$ cat config.mk
export PLATFORM = sky130hd
export DESIGN_NAME = mem_port_arbiter
export DESIGN_NICKNAME = d
export VERILOG_FILES = /design/src/rtl/mem_port_arbiter.sv
export SDC_FILE = /design/constraint.sdc
export NUM_CORES = 1
export LEC_CHECK = 0
export BUFFER_PORTS_ARGS = -buffer_cell sky130_fd_sc_hd__buf_2
export CAP_MARGIN = 10
export CORE_MARGIN = 10
export CORE_UTILIZATION = 42
export DETAILED_ROUTE_END_ITERATION = 8
export PLACE_DENSITY_LB_ADDON = 0.25
export SLEW_MARGIN = 10
export SYNTH_ARGS = -nofsm -noshare
export SYNTH_HDL_FRONTEND = slang
export SYNTH_SLANG_ARGS = --single-unit
$ cat constraint.sdc
create_clock -name clk -period 2.7 [get_ports clk]
set_input_delay 0.405 -clock clk [delete_from_list [all_inputs] [get_ports clk]]
set_output_delay 0.405 -clock clk [all_outputs]
set_load 0.02 [all_outputs]
$ cat src/rtl/mem_port_arbiter.sv
// rtl/mem_port_arbiter.sv - fetch/load-store arbiter and lane formatter for a single-port unified memory

module mem_port_arbiter #(
    parameter int ADDR_W      = 16,
    parameter int MAX_D_BURST = 4
) (
    input  logic              clk,
    input  logic              rst,
    input  logic              if_req,
    input  logic [31:0]       if_addr,
    output logic              if_gnt,
    output logic              if_rvalid,
    output logic [31:0]       if_rdata,
    input  logic              d_req,
    input  logic              d_we,
    input  logic [1:0]        d_size,
    input  logic [31:0]       d_addr,
    input  logic [31:0]       d_wdata,
    output logic              d_gnt,
    output logic              d_rvalid,
    output logic [31:0]       d_rdata,
    output logic              d_err,
    output logic              mem_en,
    output logic              mem_we,
    output logic [3:0]        mem_be,
    output logic [ADDR_W-1:0] mem_addr,
    output logic [31:0]       mem_wdata,
    input  logic [31:0]       mem_rdata
);

    typedef enum logic [1:0] {
        S_IDLE,
        S_ACCESS,
        S_RESP
    } state_t;

    localparam int CW = $clog2(MAX_D_BURST + 1);
    localparam logic [CW-1:0] BURST_MAX = CW'(MAX_D_BURST);
    localparam logic [31:0] NOP_INSN = 32'h0000_0013;

    state_t          state_q;
    state_t          state_d;
    logic [CW-1:0]   burst_q;

    logic            arb_ok;
    logic            grant_i;
    logic            grant_d;

    logic            d_err_c;
    logic            i_err_c;
    logic [3:0]      d_be_c;
    logic [31:0]     d_wdata_c;

    // Transaction captured at grant time, consumed when the response is formed.
    logic            txn_d;
    logic            txn_we;
    logic [1:0]      txn_size;
    logic [1:0]      txn_off;
    logic            txn_err;

    logic [31:0]     ld_shift;
    logic [31:0]     ld_fmt;

    // Arbitration: D wins unless I has waited out a full D burst.
    always_comb begin
        arb_ok  = (state_q == S_IDLE) || (state_q == S_RESP);
        grant_i = arb_ok && if_req && (!d_req || (burst_q == BURST_MAX));
        grant_d = arb_ok && d_req && !grant_i;
    end

    // Error classification for both ports: alignment, size encoding and range.
    always_comb begin
        d_err_c = 1'b0;
        case (d_size)
            2'b00:   d_err_c = 1'b0;
            2'b01:   d_err_c = d_addr[0];
            2'b10:   d_err_c = (d_addr[1:0] != 2'b00);
            default: d_err_c = 1'b1;
        endcase
        if ((d_addr >> (ADDR_W + 2)) != 32'h0) begin
            d_err_c = 1'b1;
        end
        i_err_c = (if_addr[1:0] != 2'b00) || ((if_addr >> (ADDR_W + 2)) != 32'h0);
    end

    // Store lane formatting: byte enables and replicated write data.
    always_comb begin
        d_be_c    = 4'b0000;
        d_wdata_c = 32'h0;
        case (d_size)
            2'b00: begin
                d_be_c    = 4'b0001 << d_addr[1:0];
                d_wdata_c = {4{d_wdata[7:0]}};
            end
            2'b01: begin
                d_be_c    = 4'b0011 << d_addr[1:0];
                d_wdata_c = {2{d_wdata[15:0]}};
            end
            default: begin
                d_be_c    = 4'b1111;
                d_wdata_c = d_wdata;
            end
        endcase
    end

    // Next-state logic: a grant always leads into ACCESS, ACCESS always into RESP.
    always_comb begin
        state_d = state_q;
        case (state_q)
            S_IDLE:   state_d = (grant_i || grant_d) ? S_ACCESS : S_IDLE;
            S_ACCESS: state_d = S_RESP;
            S_RESP:   state_d = (grant_i || grant_d) ? S_ACCESS : S_IDLE;
            default:  state_d = S_IDLE;
        endcase
    end

    // State register.
    always_ff @(posedge clk or negedge rst) begin
        if (!rst) begin
            state_q <= S_IDLE;
        end else begin
            state_q <= state_d;
        end
    end

    // Burst counter: tracks consecutive D grants made while a fetch is waiting.
    always_ff @(posedge clk or negedge rst) begin
        if (!rst) begin
            burst_q <= '0;
        end else if (grant_i) begin
            burst_q <= '0;
        end else if (grant_d) begin
            if (!if_req) begin
                burst_q <= '0;
            end else if (burst_q != BURST_MAX) begin
                burst_q <= burst_q + CW'(1);
            end
        end
    end

    // Registered grant, memory strobe and response-valid outputs plus transaction capture.
    always_ff @(posedge clk or negedge rst) begin
        if (!rst) begin
            if_gnt    <= 1'b0;
            d_gnt     <= 1'b0;
            mem_en    <= 1'b0;
            mem_we    <= 1'b0;
            mem_be    <= 4'b0000;
            mem_addr  <= '0;
            mem_wdata <= 32'h0;
            if_rvalid <= 1'b0;
            d_rvalid  <= 1'b0;
            d_err     <= 1'b0;
            txn_d     <= 1'b0;
            txn_we    <= 1'b0;
            txn_size  <= 2'b00;
            txn_off   <= 2'b00;
            txn_err   <= 1'b0;
        end else begin
            if_gnt    <= grant_i;
            d_gnt     <= grant_d;
            mem_en    <= 1'b0;
            mem_we    <= 1'b0;
            mem_be    <= 4'b0000;
            mem_addr  <= '0;
            mem_wdata <= 32'h0;
            if (grant_d) begin
                mem_en   <= !d_err_c;
                mem_addr <= d_err_c ? '0 : d_addr[ADDR_W+1:2];
                if (d_we && !d_err_c) begin
                    mem_we    <= 1'b1;
                    mem_be    <= d_be_c;
                    mem_wdata <= d_wdata_c;
                end
                txn_d    <= 1'b1;
                txn_we   <= d_we;
                txn_size <= d_size;
                txn_off  <= d_addr[1:0];
                txn_err  <= d_err_c;
            end else if (grant_i) begin
                mem_en   <= !i_err_c;
                mem_addr <= i_err_c ? '0 : if_addr[ADDR_W+1:2];
                txn_d    <= 1'b0;
                txn_we   <= 1'b0;
                txn_size <= 2'b10;
                txn_off  <= 2'b00;
                txn_err  <= i_err_c;
            end
            if_rvalid <= (state_q == S_ACCESS) && !txn_d;
            d_rvalid  <= (state_q == S_ACCESS) && txn_d;
            d_err     <= (state_q == S_ACCESS) && txn_d && txn_err;
        end
    end

    // Read data arrives the same cycle as rvalid, so it is formatted from registered controls.
    always_comb begin
        ld_shift = mem_rdata >> {txn_off, 3'b000};
        case (txn_size)
            2'b00:   ld_fmt = {24'h0, ld_shift[7:0]};
            2'b01:   ld_fmt = {16'h0, ld_shift[15:0]};
            default: ld_fmt = ld_shift;
        endcase
        d_rdata  = (d_rvalid && !txn_err && !txn_we) ? ld_fmt : 32'h0;
        if_rdata = !if_rvalid ? 32'h0 : (txn_err ? NOP_INSN : mem_rdata);
    end

endmodule
**Word-level counts from Yosys, hierarchy flattened**

Cells that the tools add are included.

- Bits in registers: 71
- Latch bits: 0
- Memory bits (writable): 0
- ROM bits: 0
- Input port bits: 135
- Output and inout port bits: 123
- Word-level logic and storage cells: 95
- Memories: 0

- $add $sub $neg: 1
- Multipliers: 0
- Div/mod/pow operators: 0
- Magnitude comparators: 0
- Equality and inequality tests: 8
- Shift-type cells: 3
- Mux-type cells: 35
- Bitwise gates (word level): 0
- Reduce and logical (&&, ||, !) cells: 31

Operators with widths:

| operator | count |
|---|---|
| 32-bit two-way mux | 5 |
| 32-bit case mux with 2 select lines | 2 |
| 16-bit two-way mux | 4 |
| 32-bit nonzero test | 2 |
| 32-bit by 5-bit right shift with 32-bit output | 1 |
| 3-bit two-way mux | 4 |
| 1-bit two-way mux | 11 |
| 1-bit logical AND | 10 |
| 2-bit two-way mux | 4 |
| 4-bit two-way mux | 2 |
| 4-bit case mux with 2 select lines | 1 |
| 1-bit logical NOT | 7 |
| 2-bit by 1-bit == test with 1-bit output, second input constant | 3 |
| 2-bit logical NOT | 3 |
| 2-bit nonzero test | 3 |
| 2-bit == test, second input constant | 2 |
| 1-bit logical OR | 4 |
| 2-bit case mux with 2 select lines | 1 |
| 1-bit by 2-bit left shift with 4-bit output, first input constant | 1 |
| 2-bit by 2-bit left shift with 4-bit output, first input constant | 1 |
| 3-bit by 1-bit adder with 3-bit output, second input constant | 1 |
| 3-bit == test, second input constant | 1 |
| 3-bit by 1-bit inequality test with 1-bit output, second input constant | 1 |
| 3-bit inequality test, second input constant | 1 |
| other kinds (3) | 3 |

**Depth between registers and ports, before layout**

- Depth in word-level cells: 9
- Mapped depth: 8
- Mapped depth without buffers: 7

**Worst setup path before layout**

Ideal clock, no wire load.

- Path type: reg-to-output
- Start: register d_rvalid
- End: output port d_rdata[24]
- Arrival: 1795 ps
- Data required time: 2295 ps
- Path slack: 500 ps
- Stages on the path, launching flop included: 7
- Path buffers: 2
- Cells stage by stage: dfrtp_1 > or3b_1 > buf_6 > or3b_4 > buf_6 > nor2_8 > and2_1

- Cells in the longest elaborated chain, start to end: 3

Ends and longest elaborated chain:

| item | RTL line | source |
|---|---|---|
| start, declared | 20 | `output logic d_rvalid,` |
| start signal, assigned | 190 | `d_rvalid <= (state_q == S_ACCESS) && txn_d;` |
| 1-bit logical AND (2 in series) | 203 | `d_rdata = (d_rvalid && !txn_err && !txn_we) ? ld_fmt : 32'h0;` |
| 32-bit two-way mux | 203 |  |
| end, declared | 21 | `output logic [31:0] d_rdata,` |

Every way passes these cells.

**Worst setup path in the final report**

- Start: register txn_err
- End: output port d_rdata[31]

- Cells in the longest elaborated chain, start to end: 4

Ends and longest elaborated chain:

| item | RTL line | source |
|---|---|---|
| start, declared | 59 | `logic txn_err;` |
| start signal, assigned | 179 | `txn_err <= d_err_c;` |
| start signal, assigned | 187 | `txn_err <= i_err_c;` |
| 1-bit logical NOT | 203 |  |
| 1-bit logical AND (2 in series) | 203 |  |
| 32-bit two-way mux | 203 |  |

Every way passes these cells.

==> summary.md <==
The run finished with clean final reports. The area growth from synthesis to layout is 41.3%. The tools report the number of I/O pins as 258. Effective utilization at floorplan: 42.9%.

The number of endpoints with negative hold slack in the final report was 0. The worst-margin pin slew was 0.793 ns. The logs give 1 for the initial antenna violation count and 0 for the post-detailed-route DRC marker count. The run gives 0 as the total overflow reported by the global router.

The die outline width is 114 um. The proportion of layout cells with a drive suffix above 1 came out at 46.8%. The y dimension of the die is 114 um, and the final setup violation count is 0. The top cell types in the final layout, fill and taps aside, are 257 x buf_2, 70 x dfrtp_1, 52 x nor2_1, 46 x and2_1, 32 x mux2i_1. For the max-slew violation count, the log shows 0. The critical path goes through or3b_1, or3b_4, nor2_8, and2_1, buf_2. Across the VDD grid, the largest voltage drop is 332 uV. The logs give 2.30 ns for the critical path required time and 811 for the number of fillers in the final layout. The overall routing resource usage is 20.1%, and the total number of vias is 3730. The final critical-path required period was 2.57 ns; the total power divided by cell area was 466 nW/um2.

The floorplan has 34 rows. In this design, the stage delay of the slowest critical-path cell is 0.49 ns. The later pin in the worst-skew pair is clocked with a latency of 0.34 ns.

The cell area that synthesis handed to floorplanning was 3710 um2. For this run, asynchronously set or reset flops after synthesis account for 100%. Measured against its own limit, the worst slew margin works out to 47.0%. The static power due to leakage came out at 3.03 nW. The highest metal layer carrying signal wires in the routed design is met4. The die covers 13000 um2. Wire segments on met3 add up to 1830 um in the final route.

The net total in the final layout is 767. Depth of the worst register-to-register path: 7. The tools report the kind of start point of the critical path as a flop. Entering global routing, the biggest net connects 36 pins. The highest-delay cell along the critical path was or3b_4. The maximum clock frequency is 388 MHz, and the count of mapped cells out of synthesis is 378.

In the final routed layout, each cell accounts on average for 18.5 um. A synthesized cell averages 9.81 um2. The finished layout holds 743 standard cells, fillers aside. The clock-pin slew on the worst setup and hold paths was 0.08 ns. The run gives 0 as the antenna cell count.

The share of total power dissipated in sequential elements is 46.5%. The tools report the routability-driven placement congestion ratio as 0.978. For this design the total switching power over the nets is 737 uW. Category of the worst setup path capture point: an output pin.

For the worst setup path, the data arrival time is 2.17 ns. The class of the worst hold path is in -> async. Critical path start-end classification: reg -> out.

For the count of clock tree sinks, the log shows 71. After detailed routing, the met2 layer carries 6720 um of wire. The buffer and inverter count on the worst path was 1. In this run the tool buffered the top-level ports with 257 buffer cells.

The number of enable flip-flop cells after synthesis was 0. The total area inside the core boundary comes to 8640 um2. The cell family contributing the most delay on the critical path is simple AND/OR/NAND/NOR gates. Most common library cell in the layout ignoring fill and taps: buf_2.

Sorting the synthesized cells by area gives the leading types as dfrtp_1 48%, mux2i_1 8.6%, and2_1 7.8%. The via count normalized by instance count was 5.02. Internal power comes to 1.70 mW.

The first global-routing pass estimated 21000 um of wire. The maximum clock path buffer count was 2; the net count of the mapped netlist was 515. The tools report the number of warning messages in the yosys log as 0. TritonCTS built the clock tree.

After routing, the total negative slack on setup checks comes to 0 ns. Prevailing post-synth register cell: dfrtp_1. Setup repair after global routing left no endpoint under its margin. Initial detailed-routing violation count: 239. Counting flops and latches in the post-synthesis netlist gives 71. The detail route stage leaves a number of antenna-violating nets equal to 0. Between clock sinks in the finished design, the worst skew comes to 0.00814 ns. The cell chosen for the clock root was clkbuf_8. For flop-to-flop paths, the worst setup slack is 0.50 ns. The endpoint identified for the worst register-to-register timing path is mem_wdata[2]$_DFF_PN0_. Of all nets on the critical path, the largest fanout is 9. Buffers added to address setup during post-CTS repair amount to 0. Combinational logic burns 22.0% of the power. In this run the critical register-to-register path is launched from burst_q[0]$_DFFE_PN0P_.

Number of global-route vias before repair: 3942. dfrtp_1 takes more of the synthesized area than any other cell. Net switching is 30.2% of the power.

The first detailed-routing pass took 4 iterations. Detailed placement ended at an HPWL of 11500 um. The area share of the largest cell type after synthesis is 47.9%. Summing the sequential cell areas from Yosys gives 47.9% of the chip area. The number of clock buffers added by TritonCTS is 9. For this block, the routed nets add up to 13700 um of wire. The H-tree depth reported by CTS was 3. After layout, the worst path uses 95.4% of the clock period. The utilization of the core after routing came out at 60.7%. Max-cap violations in this run came to 0.

Counting tap cells, the placed design contains a total of 727 instances. The netlist uses 39 different library cells. The run gives 31.6% as the clock share of power. The detailed router put a total of 5000 um of wire on met1.
-- registers in the layout, summed over array words and instances, names as in the netlist --
| register | count |
|---|---|
| mem_wdata | 32 |
| txn_off | 2 |
| txn_d | 1 |
| burst_q | 3 |
| mem_addr | 16 |
| mem_en | 1 |
| d_gnt | 1 |
| txn_size | 2 |
| mem_we | 1 |
| state_q | 2 |
| if_rvalid | 1 |
| d_err | 1 |
| d_rvalid | 1 |
| txn_we | 1 |
| txn_err | 1 |
| mem_be | 4 |
| if_gnt | 1 |
-- layer usage --
layer	GRT usage, %	up-vias
met3	10.7	14
met5	0	-
met4	5.51	0
met2	34.3	197
met1	21.0	1716
li1	-	1803
-- worst max-delay path by stage --
stage                              startpoint          end  cells after the start
after floorplan            d_rvalid$_DFF_PN0_  d_rdata[24]                      6
after global placement    txn_err$_DFFE_PN0P_  d_rdata[31]                      5
after detailed placement  txn_err$_DFFE_PN0P_  d_rdata[31]                      5
after CTS                 txn_err$_DFFE_PN0P_  d_rdata[31]                      5
after global routing      txn_err$_DFFE_PN0P_  d_rdata[25]                      5
final                     txn_err$_DFFE_PN0P_  d_rdata[31]                      5
-- through the flow --
stage,hold WS [ns],power [mW],worst slack [ns],cell area [um2]
after floorplan,0.109,1.46,0.500,3710
after global placement,0.390,1.68,0.537,5050
after detailed placement,0.393,1.69,0.491,5050
after CTS,0.0223,2.46,0.109,5240
after global routing,0.0422,2.57,0.0246,5240
final,0.0129,2.44,0.125,5240
-- power by group through the flow --
stage               Combinational, mW  Clock (mW)  Sequential, mW
finish                          0.536       0.770            1.13
detailed placement              0.539           0            1.15
global route                    0.595       0.838            1.14
floorplan                       0.317           0            1.14
CTS                             0.541       0.787            1.13
global placement                0.528           0            1.15
-- timing repair --
item | 4_1_cts | 5_1_grt
endpoints found under the setup margin | 0 | 1
hold buffers | 0 | 0
gates resized for setup | 0 | 1
-- logic make-up after synthesis --
family / share of synthesized area [%]
AOI/OAI and AO/OA: 16.1
adders and majority gates: 0.675
buffers and inverters: 4.86
DFF: 47.9
muxes: 8.94
and+or+nand+nor: 21.5
-- synthesized netlist by cell type, types with 2 or more instances --
cell and count:
a211oi_1 16, a21oi_1 27, a21oi_2 4, a22o_1 19
and2_1 46, buf_1 3, buf_2 3, buf_6 6
clkbuf_1 13, dfrtp_1 71, ha_1 2, inv_1 10
mux2i_1 32, nand2_1 17, nand3b_1 2, nor2_1 52
nor2b_1 11, nor3b_1 2, nor4_1 7, o21a_1 3
o21ai_0 12, o21bai_1 2, or2_2 2
-- area by class of cell --
class | count | area [um2] | area share (%)
flip-flops and latches | 71 | 1780 | 33.9
multi-input cells | 272 | 1750 | 33.4
repair buffers | 266 | 1350 | 25.8
clock buffers | 11 | 151 | 2.89
well taps | 108 | 135 | 2.58
inverters | 10 | 37.5 | 0.717
clock inverters | 5 | 32.5 | 0.621
(Power assumes the default switching activity.)
